**config.mk**
```make
export PLATFORM = sky130hd
export DESIGN_NAME = mmm_ctrl
export DESIGN_NICKNAME = d
export VERILOG_FILES = /design/src/rtl/mmm_ctrl.sv
export SDC_FILE = /design/constraint.sdc
export NUM_CORES = 1
export LEC_CHECK = 0
export ABC_CLOCK_PERIOD_IN_PS = 1500
export BUFFER_PORTS_ARGS = -buffer_cell sky130_fd_sc_hd__buf_2
export CAP_MARGIN = 20
export CORE_MARGIN = 3
export CORE_UTILIZATION = 40
export CTS_CLUSTER_DIAMETER = 60
export DETAILED_ROUTE_END_ITERATION = 16
export SYNTH_ARGS = -nofsm -noshare
export SYNTH_HDL_FRONTEND = slang
export SYNTH_SLANG_ARGS = --single-unit
```
**constraint.sdc**
```tcl
create_clock -name clk -period 1.5 [get_ports clk]
set_input_delay 0.075 -clock clk [delete_from_list [all_inputs] [get_ports clk]]
set_output_delay 0.075 -clock clk [all_outputs]
set_load 0.03 [all_outputs]
```
**src/rtl/mmm_ctrl.sv**
```systemverilog
// mmm_ctrl: sequencer for a bit-serial Montgomery multiplier datapath.
module mmm_ctrl #(
  parameter int ITERS = 12,
  parameter int CW    = 4
) (
  input  logic          clk,
  input  logic          rstb,
  input  logic          en,
  input  logic          start,
  input  logic          abort,
  input  logic          ge_i,
  output logic          rst_mmm_o,
  output logic          ld_a_o,
  output logic          step_o,
  output logic          sub_o,
  output logic [CW-1:0] cnt_o,
  output logic          busy_o,
  output logic          done_o
);
  typedef enum logic [2:0] {IDLE, CLEAR, LOAD, RUN, CORR, DONE} state_t;
  localparam logic [CW-1:0] LAST = CW'(ITERS - 1);
  state_t        state_q, state_d;
  logic [CW-1:0] cnt_q, cnt_d;
  logic          rst_mmm_q, rst_mmm_d;
  logic          kill;
  always_comb begin
    kill      = en && abort && busy_o;
    state_d   = state_q;
    cnt_d     = cnt_q;
    rst_mmm_d = rst_mmm_q;
    if (en) begin
      case (state_q)
        IDLE:    state_d = (start && !abort) ? CLEAR : IDLE;
        CLEAR:   state_d = LOAD;
        LOAD:    state_d = RUN;
        RUN:     state_d = (cnt_q == LAST) ? CORR : RUN;
        CORR:    state_d = DONE;
        default: state_d = IDLE;
      endcase
      if (kill) state_d = IDLE;
      cnt_d     = (state_q == RUN && state_d == RUN) ? cnt_q + 1'b1 : '0;
      // datapath clear is registered so it never glitches; also pulsed on abort
      rst_mmm_d = !(kill || state_d == CLEAR);
    end
  end
  always_ff @(posedge clk or negedge rstb) begin
    if (!rstb) begin
      state_q   <= IDLE;
      cnt_q     <= '0;
      rst_mmm_q <= 1'b0;
    end else begin
      state_q   <= state_d;
      cnt_q     <= cnt_d;
      rst_mmm_q <= rst_mmm_d;
    end
  end
  assign busy_o    = state_q inside {CLEAR, LOAD, RUN, CORR};
  assign ld_a_o    = state_q == LOAD;
  assign done_o    = state_q == DONE;
  assign step_o    = en && (state_q == LOAD || state_q == RUN);
  assign sub_o     = en && ge_i && state_q == CORR;
  assign cnt_o     = cnt_q;
  assign rst_mmm_o = rst_mmm_q;
endmodule

```
# Word level (Yosys, flattened, before mapping)
# Index checks and enable logic that the tools add are counted.
[word_totals] ff_bits=8
[classes] n_addsub=1 n_reduce_logical=13 muxes=6 n_eq_ne=8
[ops] op="$pmux 3 s5" n=1
[ops] op="$eq 3x2->1 const B" n=3
[ops] op="$mux 3" n=3
[ops] op="$logic_and 1x1->1" n=7
[ops] op="$eq 3x1->1 const B" n=2
[ops] op="$eq 3x3->1 const B" n=2
[ops] op="$add 4x1->4 const B" n=1
[ops] op="$eq 4x4->1 const B" n=1
[ops] op="$mux 4" n=1
[ops] op="$reduce_bool 4->1" n=1
[ops] op="$logic_not 3->1" n=1
[ops] op="$logic_not 1->1" n=2
[ops] op="$logic_or 1x1->1" n=2
[ops] op="$mux 1" n=1

# Depth between registers and ports, before layout
# Gate-level depths: netlist (run 1).
[logic_depth] depth_word=9 ltp_mapped=4

# Least setup slack after synthesis (run 1)
# No wires, ideal clock.
[synth_timing] kind="register -> register" from="register cnt_q[0] (netlist: cnt_o[0])" to="register cnt_q[3] (netlist: cnt_o[3])" setup_time_ns=0.104 setup_slack_ns=0.130 path_buffers=0 synth_period_minus_slack_ns=1.370 required_ns=1.396 path_stages_with_launch=5 arrival_time_ns=1.267 path_cell_list="dfrtp_1 > ha_1 > nand4b_1 > nand3_1 > o311ai_1"
[synth_via] elab_chain_cells=8
[synth_lines] element="start: declaration" line="23" text="logic [CW-1:0] cnt_q, cnt_d;"
[synth_lines] element="start signal: assignment" line="53" text="cnt_q <= cnt_d;"
[synth_lines] element="$eq 4x4->1" line="36" text="RUN: state_d = (cnt_q == LAST) ? CORR : RUN;"
[synth_lines] element="$mux 3" line="36"
[synth_lines] element="$pmux 3 s5" line="32" text="case (state_q)"
[synth_lines] element="$mux 3" line="40" text="if (kill) state_d = IDLE;"
[synth_lines] element="$mux 3" line="31" text="if (en) begin"
[synth_lines] element="$eq 3x2->1" line="41" text="cnt_d = (state_q == RUN && state_d == RUN) ? cnt_q + 1'b1 : '0;"
[synth_lines] element="$logic_and 1x1->1" line="41"
[synth_lines] element="$mux 4 *" line="41"
# Every way passes the cells marked *; elsewhere a longest branch is shown, timed or not. The select of a mux whose other input is x is not followed.
# A chain may end at the register's enable or synchronous reset.

# Worst setup path after layout (run 1)
[layout_timing] from="register state_q[0]" to="output port sub_o"
[layout_via] elab_chain_cells=2
[layout_lines] element="start: declaration" line="22" text="state_t state_q, state_d;"
[layout_lines] element="start signal: assignment" line="52" text="state_q <= state_d;"
[layout_lines] element="$eq 3x3->1" line="61" text="assign sub_o = en && ge_i && state_q == CORR;"
[layout_lines] element="$logic_and 1x1->1" line="61"
[layout_lines] element="end: declaration" line="15" text="output logic sub_o,"
# Every way passes these cells.

==> reports/results.tsv, run 1 <==
metric	value	unit
drt_iter0_drc	7	
critPathArrivalTime	1.34	ns
n_antenna_cell	0	
worst-setup-path-type	flip-flop to primary output	
dr.pass1.iters	4	
synth_seq_cells	8	
r2r_cells	3	
vias	513	
hold_depth	2	
setup.worst_path.end_class	primary output	
max-slew-margin-rel	0.8137	
slowest_delay	0.45	ns
rsz0062_at_grt	false	
cp-start-kind	flip-flop	
switching_share	0.3868	
setup_tns	0	ns
crit_chain	buf_4 -> nor2_4 -> and4_1 -> buf_4	
switchingPower	0.2702	mW
power_frac_clock	0.231	
clk_latency	0.25	ns
cp_slowest_cell	dfrtp_2	
post-route-period-util	0.9449	
grt_max_degree	19	
antenna_found_initial	0	
die_w	42.85	um
n_fill_cell	113	
vias_per_cell	5.344	
final_area	669.4	um^2
setup_viol	0	
combinationalPowerShare	0.361	
power	0.6985	mW
fp-row-count	12	
max_freq	705.5	MHz
numPortBuffers	15	
slew_violations	0	
cp.required	1.42	ns
gp_congestion	0.8066	
grt_usage	0.1450	
fin_hold_ws	0.1617	ns
internal-power	0.4283	mW
clock-root-buffer	clkbuf_4	
crit_family	flip-flops	
cts_max_level	1	
yosys_warnings	0	
hold_viol_final	0	
drc_errors	0	
path_clk_slew	0.06	ns
synth_top_cell_area_share	0.3687	
cts_tree	yes	
fin_crit	1.417	ns
num-nets-final	91	
numCtsBuffers	3	
clock-sinks	8	
die-area	0.001836	mm^2
drive_gt1_frac	0.2927	
wl	1151	um
drv_cap	0	
layout_common_cells	14 x buf_2, 6 x inv_1, 6 x nand2_1, 6 x dfrtp_1, 5 x o21ai_0	
fp.coreArea	0.001186	mm^2
syn-instance-count	65	
synth_cell_type_count	27	
p_seq_frac	0.408	
cp_common_cell	buf_4	
yosysTopAreaCell	dfrtp_1	
hp-class	primary input to flip-flop	
synth_fp_nets	72	
area_growth	23.27	%
seq_area_frac_synth	0.3687	
worst_pin_slew	0.2794	ns
post-route-util	0.5643	
die_h	42.85	um
skew	0.009408	ns
clockBufferDepth	2	
initial_utilization	0.4578	
place_area	624.3	um^2
critPathBufInv	2	
status	complete, no violations	
syn_area	543.0	um^2
dp_hpwl	841.6	um
grt_overflow	0	
worst-path-stages	4	
layout.cells.most_common	buf_2	
peakVddDrop	0.0004734	V
io_pins	16	
grt_pass1_vias	432	
ant_nets	0	
r2r_slack	0.16	ns
wire_per_inst	11.99	um
cp_max_fo	8	
grt_first_pass_wirelength	1932	um
synthTopCellsByArea	dfrtp_1 37%, nor2b_1 4.6%, o21ai_0 4.6%	
leakagePower	0.3253	nW
avgSynthCellArea	8.354	um^2
power.density	1043	mW/mm^2
==> timing repair <==
action	CTS	global route
hold buffers	1	0
hold endpoints to repair	8	0
resized for setup	2	4
pin swaps	0	0
endpoints found under the setup margin	2	3
setup buffers	0	0
==> routing by layer <==
metal / routed length (um) / GRT usage / vias to the layer above / share of wire
met3: 62 / 0.07627 / 2 / 0.054
met2: 506 / 0.1916 / 8 / 0.44
met5: 0 / 0 / - / 0
li1: - / - / 270 / -
met4: 10 / 0.03727 / 0 / 0.0087
met1: 571 / 0.2031 / 233 / 0.50
==> cell families after synthesis <==
logic type | Yosys count | share of synthesized area
simple gates | 27 | 0.2903
compound gates | 18 | 0.2120
xor+xnor | 1 | 0.01613
flops | 8 | 0.3687
fa+ha+maj | 1 | 0.02304
buf+inv | 10 | 0.08985
==> power groups by stage <==
stage / registers, mW / clock network [mW] / logic (mW)
2_1_floorplan: 0.285 / 0 / 0.166
3_3_place_gp: 0.282 / 0 / 0.242
3_5_place_dp: 0.281 / 0 / 0.241
4_1_cts: 0.280 / 0.170 / 0.246
5_1_grt: 0.291 / 0.181 / 0.278
6_report: 0.285 / 0.161 / 0.252
==> final cells by class <==
| type | instances | area, um^2 | share of cell area |
|---|---|---|---|
| well taps | 14 | 17.52 | 0.02617 |
| multi-input cells | 47 | 301.5 | 0.4505 |
| repair buffers | 18 | 102.6 | 0.1533 |
| inverters | 6 | 22.52 | 0.03364 |
| flip-flops and latches | 8 | 202.7 | 0.3028 |
| clock buffers | 3 | 22.52 | 0.03364 |
==> registers in the layout, indices dropped and copies added (netlist names) <==
| name | flops |
|---|---|
| state_q | 3 |
| cnt_o | 4 |
| rst_mmm_o | 1 |
==> path summary, 6_finish.rpt <==
kind | startpoint | endpoint
setup / recovery | state_q[0] | sub_o
hold / removal | abort | cnt_o[2]
setup reg to reg | state_q[1] | rst_mmm_o
hold reg to reg | rst_mmm_o | rst_mmm_o
max in group asynchronous | rstb | state_q[1]
min in group asynchronous | rstb | rst_mmm_o
==> metrics by stage <==
stage                     instances  setup slack (ns)
final                            96           0.08260
after global routing             96           0.01187
after CTS                        96          0.008265
after detailed placement         92            0.1679
after global placement           92            0.1488
after floorplan                  65            0.1295
==> worst reg2reg max path, delay by kind of cell, from the launching register on <==
kind,cells,cell delay (ns)
DFF,1,0.46
and+or+nand+nor,1,0.53
AOI/OAI and AO/OA,2,0.24
==> cell usage after synthesis <==
| cell | count |
|---|---|
| or4b_1 | 1 |
| and4_1 | 1 |
| nand2b_1 | 3 |
| dfrtp_1 | 8 |
| nand3_1 | 1 |
| buf_6 | 1 |
| o32ai_1 | 1 |
| nor3_1 | 1 |
| a211oi_1 | 1 |
| o22ai_1 | 2 |
| nand4b_1 | 1 |
| nor2_1 | 3 |
| and2b_2 | 1 |
| nand4_1 | 2 |
| and3b_1 | 1 |
| o31ai_1 | 3 |
| a21oi_1 | 3 |
| a21boi_0 | 2 |
| o311ai_1 | 1 |
| and3_1 | 2 |
| inv_1 | 6 |
| buf_2 | 3 |
| o21ai_0 | 5 |
| xnor2_1 | 1 |
| nand2_1 | 6 |
| ha_1 | 1 |
| nor2b_1 | 4 |
(Power assumes the default switching activity.)
==> inputs of run 2 (changes only) <==
ABC_CLOCK_PERIOD_IN_PS = 1800   (was 1500)
SETUP_SLACK_MARGIN = 0.15   (was not set)
clock period = 1.8 ns   (was 1.5 ns; I/O delays follow)
==> run 2 against run 1 <==
Effect of this change:
- critical endpoint unchanged
- worst setup slack better by 0.19 ns
- global-route usage is 0.75 points lower
- first-iteration DRC count up 14%
- combinational power down 25%
- largest power group unchanged
- non-clock buffer count is 2 lower
==> reports/results.tsv, run 2 (synthesized netlist as in run 1, its figures left out) <==
metric	value	unit	change
fp-row-count	12		unchanged
cp.required	1.71	ns	was 1.42 ns
die-area	0.001836	mm^2	unchanged
die_h	42.85	um	unchanged
r2r_start	state_q[0]		was state_q[1]
layout_common_cells	15 x buf_2, 8 x dfrtp_1, 6 x inv_1, 6 x nand2_1, 5 x o21ai_0		was 14 x buf_2, 6 x inv_1, 6 x nand2_1, 6 x dfrtp_1, 5 x o21ai_0
layout.cells.most_common	buf_2		unchanged
wl	1167	um	was 1151 um
leakagePower	0.3161	nW	was 0.3253 nW
antenna_found_initial	0		unchanged
skew	0.01051	ns	was 0.009408 ns
cts_max_level	1		unchanged
drv_cap	0		unchanged
final_area	641.9	um^2	was 669.4 um^2
vias	517		was 513
clock-sinks	8		unchanged
drc_errors	0		unchanged
ant_nets	0		unchanged
numCtsBuffers	3		unchanged
post-route-period-util	0.8478		
status	complete, no violations		unchanged
wire_per_inst	12.41	um	was 11.99 um
hp-class	primary input to flip-flop		unchanged
n_antenna_cell	0		unchanged
reg2reg_to	rst_mmm_o		unchanged
cp_max_fo	12		was 8
grt_first_pass_wirelength	1952	um	was 1932 um
setup_tns	0	ns	unchanged
drive_gt1_frac	0.2375		was 0.2927
fp.coreArea	0.001186	mm^2	unchanged
die_w	42.85	um	unchanged
largest_register_ffs	4		unchanged
critPathArrivalTime	1.44	ns	was 1.34 ns
slowest_delay	0.49	ns	was 0.45 ns
place_area	609.3	um^2	was 624.3 um^2
clk_latency	0.25	ns	about the same
max-slew-margin-rel	0.7711		was 0.8137
hold_viol_final	0		unchanged
setup.worst_path.end_class	primary output		unchanged
slew_violations	0		unchanged
r2r_slack	0.43	ns	was 0.16 ns
vias_per_cell	5.500		was 5.344
clock-root-buffer	clkbuf_4		unchanged
grt_overflow	0		unchanged
worst_pin_slew	0.3434	ns	was 0.2794 ns
numPortBuffers	15		unchanged
dp_hpwl	827.8	um	was 841.6 um
setup_viol	0		unchanged
power	0.5601	mW	was 0.6985 mW
dr.pass1.iters	6		was 4
grt_usage	0.1375		was 0.1450
io_pins	16		unchanged
crit_path_start	state_q[0]		unchanged
drt_iter0_drc	8		was 7
num-nets-final	89		was 91
grt_pass1_vias	451		was 432
r2r_cells	3		unchanged
area_growth	18.20	%	was 23.27%
worst-setup-path-type	flip-flop to primary output		unchanged
path_clk_slew	0.05	ns	was 0.06 ns
cts-hold-fix-buffers	1		unchanged
fin_hold_ws	0.1796	ns	was 0.1617 ns
cts_tree	yes		unchanged
cts_resized	0		was 2
cp_slowest_cell	dfrtp_1		was dfrtp_2
crit_path_end	sub_o		unchanged
max_freq	655.3	MHz	
grt_max_degree	19		unchanged
peakVddDrop	0.0005033	V	was 0.0004734 V
clockBufferDepth	2		unchanged
power.density	872.7	mW/mm^2	was 1043 mW/mm^2
initial_utilization	0.4578		unchanged
crit_chain	nor2_1 -> and4_1 -> buf_2		was buf_4 -> nor2_4 -> and4_1 -> buf_4
cp-start-kind	flip-flop		unchanged
post_cts_buffers	0		unchanged
fin_crit	1.526	ns	
gp_congestion	0.8162		was 0.8066
rsz0062_at_grt	false		unchanged
run 2: report_power, final:
part | leakage, nW | internal, mW | switching, mW
registers | 0.106 | 0.201 | 0.0364
clock network | 0.0138 | 0.0762 | 0.0590
logic | 0.196 | 0.0652 | 0.123
total | 0.316 | 0.342 | 0.218
run 2: how the worst min path moves through the flow:
| stage | from | endpoint | slack (ns) | depth (start not counted) |
|---|---|---|---|---|
| 3_3_place_gp | rstb | rst_mmm_o | -0.06 | 1 |
| 5_1_grt | abort | state_q[2] | 0.19 | 2 |
| 6_report | abort | state_q[2] | 0.18 | 2 |
| 2_1_floorplan | rstb | cnt_o[0] | -0.21 | 0 |
| 4_1_cts | abort | state_q[2] | 0.18 | 2 |
| 3_5_place_dp | rstb | rst_mmm_o | -0.05 | 1 |
run 2: routing by layer:
metal  wire length, um  vias up  global-route usage  part of all wire
li1                  -      265                   -                 -
met5                 0        -                   0                 0
met4                10        0             0.03727            0.0086
met3                41        2             0.05085             0.035
met2               495        7              0.1976              0.42
met1               618      243              0.1907              0.53
run 2: through the flow:
step / util / worst slack [ns] / std cells
detailed placement: 0.5137 / 0.4233 / 90
finish: 0.5411 / 0.2740 / 94
floorplan: - / 0.4295 / 65
global route: 0.5411 / 0.2075 / 94
CTS: 0.5411 / 0.2955 / 94
global placement: 0.5137 / 0.4181 / 90
run 2: worst max-delay path: cells and delay by family (launching register included):
family / cells / cell delay, ns
buffers and inverters: 1 / 0.19
AND/OR/NAND/NOR: 2 / 0.50
flip-flops: 1 / 0.49
run 2: final cells by class:
type / instances / area, um^2
clock buffer: 3 / 22.52
fill: 121 / 544.3
inverter: 6 / 22.52
multi-input combinational: 47 / 294.0
sequential: 8 / 200.2
tap: 14 / 17.52
timing repair buffer: 16 / 85.08
==> inputs of run 3 (changes only) <==
ABC_CLOCK_PERIOD_IN_PS = 1320   (was 1800)
PLACE_DENSITY = 0.67   (was not set)
clock period = 1.32 ns   (was 1.8 ns; I/O delays follow)
==> run 3 against run 2 <==
Effect of this change:
- clock power increased by 54%
- via count is 18% higher
- clock-buffer cell count increased by 1
- largest cell class unchanged
- the run now ends with negative setup slack left
- cell area increased by 40%
- worst setup slack worse by 0.34 ns
- worst hold slack got worse by 0.0016 ns
- utilization rose by 22 points
==> reports/results.tsv, run 3 (synthesized netlist as in run 1, its figures left out) <==
metric	value	unit	change
status	finished with violations		was complete, no violations
failed_checks	negative setup slack		
area_growth	65.44	%	was 18.20%
leakagePower	0.4155	nW	was 0.3161 nW
die-area	0.001836	mm^2	unchanged
cts_max_level	1		unchanged
layout_setup_ws	-0.06615	ns	was 0.2740 ns
numCtsBuffers	3		unchanged
numPortBuffers	15		unchanged
place_inst	97		was 90
cts_tree	yes		unchanged
dr.pass1.iters	4		was 6
clock-sinks	8		unchanged
dp_hpwl	957.7	um	was 827.8 um
grt_max_degree	19		unchanged
max-slew-margin-rel	0.7998		was 0.7711
cp.required	1.45	ns	was 1.71 ns
cp_max_fo	4		was 12
multi_input_area	374.1	um^2	was 294.0 um^2
layout.cells.most_common	buf_4		was buf_2
critPathArrivalTime	1.52	ns	was 1.44 ns
critPathBufInv	1		unchanged
cp-start-kind	flip-flop		unchanged
largest_register_ffs	4		unchanged
combinationalPowerShare	0.501		was 0.336
n_fill_cell	92		was 121
crit_chain	buf_6 -> or4b_4 -> a21oi_2 -> o22ai_1		was nor2_1 -> and4_1 -> buf_2
power_frac_clock	0.201		was 0.241
drc_errors	0		unchanged
hp-class	primary input to asynchronous set/reset pin		was primary input to flip-flop
crit_family	simple AND/OR/NAND/NOR gates		unchanged
seq_area	203.9	um^2	was 200.2 um^2
gp_congestion	0.7704		was 0.8162
grt_overflow	0		unchanged
vias_per_cell	5.505		was 5.500
num-nets-final	105		was 89
post-route-period-util	1.050		
drive_gt1_frac	0.5464		was 0.2375
worst_pin_slew	0.3003	ns	was 0.3434 ns
die_w	42.85	um	unchanged
fp.coreArea	0.001186	mm^2	unchanged
setup.worst_path.end_class	flip-flop		was primary output
antenna_found_initial	0		unchanged
n_antenna_cell	0		unchanged
path_clk_slew	0.06	ns	was 0.05 ns
peakVddDrop	0.0007236	V	was 0.0005033 V
p_seq_frac	0.299		was 0.423
clock-root-buffer	clkbuf_4		unchanged
ant_nets	0		unchanged
r2r_slack	-0.07	ns	was 0.43 ns
slowest_delay	0.48	ns	was 0.49 ns
power.density	1155	mW/mm^2	was 872.7 mW/mm^2
switchingPower	0.3904	mW	was 0.2181 mW
layout_common_cells	12 x buf_4, 10 x buf_2, 9 x buf_6		was 15 x buf_2, 8 x dfrtp_1, 6 x inv_1, 6 x nand2_1, 5 x o21ai_0
wire_per_inst	14.38	um	was 12.41 um
initial_utilization	0.4578		unchanged
grt_first_pass_wirelength	2608	um	was 1952 um
drt_iter0_drc	16		was 8
hold_viol_final	0		unchanged
io_pins	16		unchanged
skew	0.001260	ns	was 0.01051 ns
wl	1596	um	was 1167 um
rsz0062_at_grt	true		was false
drv_cap	0		unchanged
clockBufferDepth	2		unchanged
fin_crit	1.386	ns	
internal-power	0.6473	mW	was 0.3420 mW
cp_slowest_cell	or4b_4		was dfrtp_1
setup_viol	3		was 0
slew_violations	0		unchanged
worst-setup-path-type	flip-flop to flip-flop		was flip-flop to primary output
fp-row-count	12		unchanged
grt_usage	0.1864		was 0.1375
vias	611		was 517
switching_share	0.3762		was 0.3894
instances_no_fill	111		was 94
setup_tns	-0.1092	ns	was 0 ns
clk_latency	0.26	ns	was 0.25 ns
grt_pass1_vias	586		was 451
max_freq	721.4	MHz	
die_h	42.85	um	unchanged
==> run 3: cell count changes in the layout (fill, tap and decap cells not counted), sizes merged <==
cell	previous run	this run
buf	15	31
clkbuf	3	4
==> run 3: path summary, 6_finish.rpt <==
| check | depth (start not counted) | start | to |
|---|---|---|---|
| worst max-delay path | 4 | state_q[1] | rst_mmm_o |
| worst min-delay path | 2 | rstb | rst_mmm_o |
| worst max register to register | 4 | state_q[1] | rst_mmm_o |
| worst min register to register | 2 | rst_mmm_o | rst_mmm_o |
| max in group asynchronous | 2 | rstb | cnt_o[1] |
| min in group clk | 2 | en | cnt_o[2] |
==> run 3: through the flow <==
stage,cell area (um^2),hold WS (ns),total power [mW],setup WS [ns],utilization
6_report,898.4,0.1779,1.038,-0.06615,0.7574
4_1_cts,839.6,0.1758,0.9651,-0.03027,0.7078
3_5_place_dp,689.4,-0.07983,0.6435,0.03759,0.5812
3_3_place_gp,689.4,-0.07752,0.6413,0.05237,0.5812
2_1_floorplan,570.5,-0.2296,0.5314,0.05547,-
5_1_grt,898.4,0.1725,1.105,-0.1193,0.7574
==> run 3: per-layer routing <==
layer  track usage  routed length, um  vias to the layer above
li1              -                  -                      298
met3       0.08051                 76                        2
met1        0.2481                733                      297
met5             0                  0                        -
met2        0.2814                779                       14
met4       0.03106                  7                        0
==> run 3: final cells by class <==
cell class              instances  area share
multi-input cells              47      0.4164
inverters                       6     0.02786
flip-flops and latches          8      0.2270
well taps                      14     0.01950
repair buffers                 32      0.2799
clock buffers                   4     0.02925
==> run 3: what timing repair did <==
item | in CTS | in global routing
buffers inserted | 9 | 0
pin swaps | 5 | 3
setup endpoints to repair | 12 | 13
resized for setup | 16 | 17
hold buffers | 1 | 0
cloned | 0 | 0
hold endpoints to repair | 8 | 0
==> run 3: power groups by stage <==
stage / clock network, mW / registers (mW) / logic (mW)
after floorplan: 0 / 0.327 / 0.204
after global placement: 0 / 0.310 / 0.332
after detailed placement: 0 / 0.312 / 0.332
after CTS: 0.213 / 0.302 / 0.450
after global routing: 0.231 / 0.314 / 0.560
final: 0.208 / 0.310 / 0.520
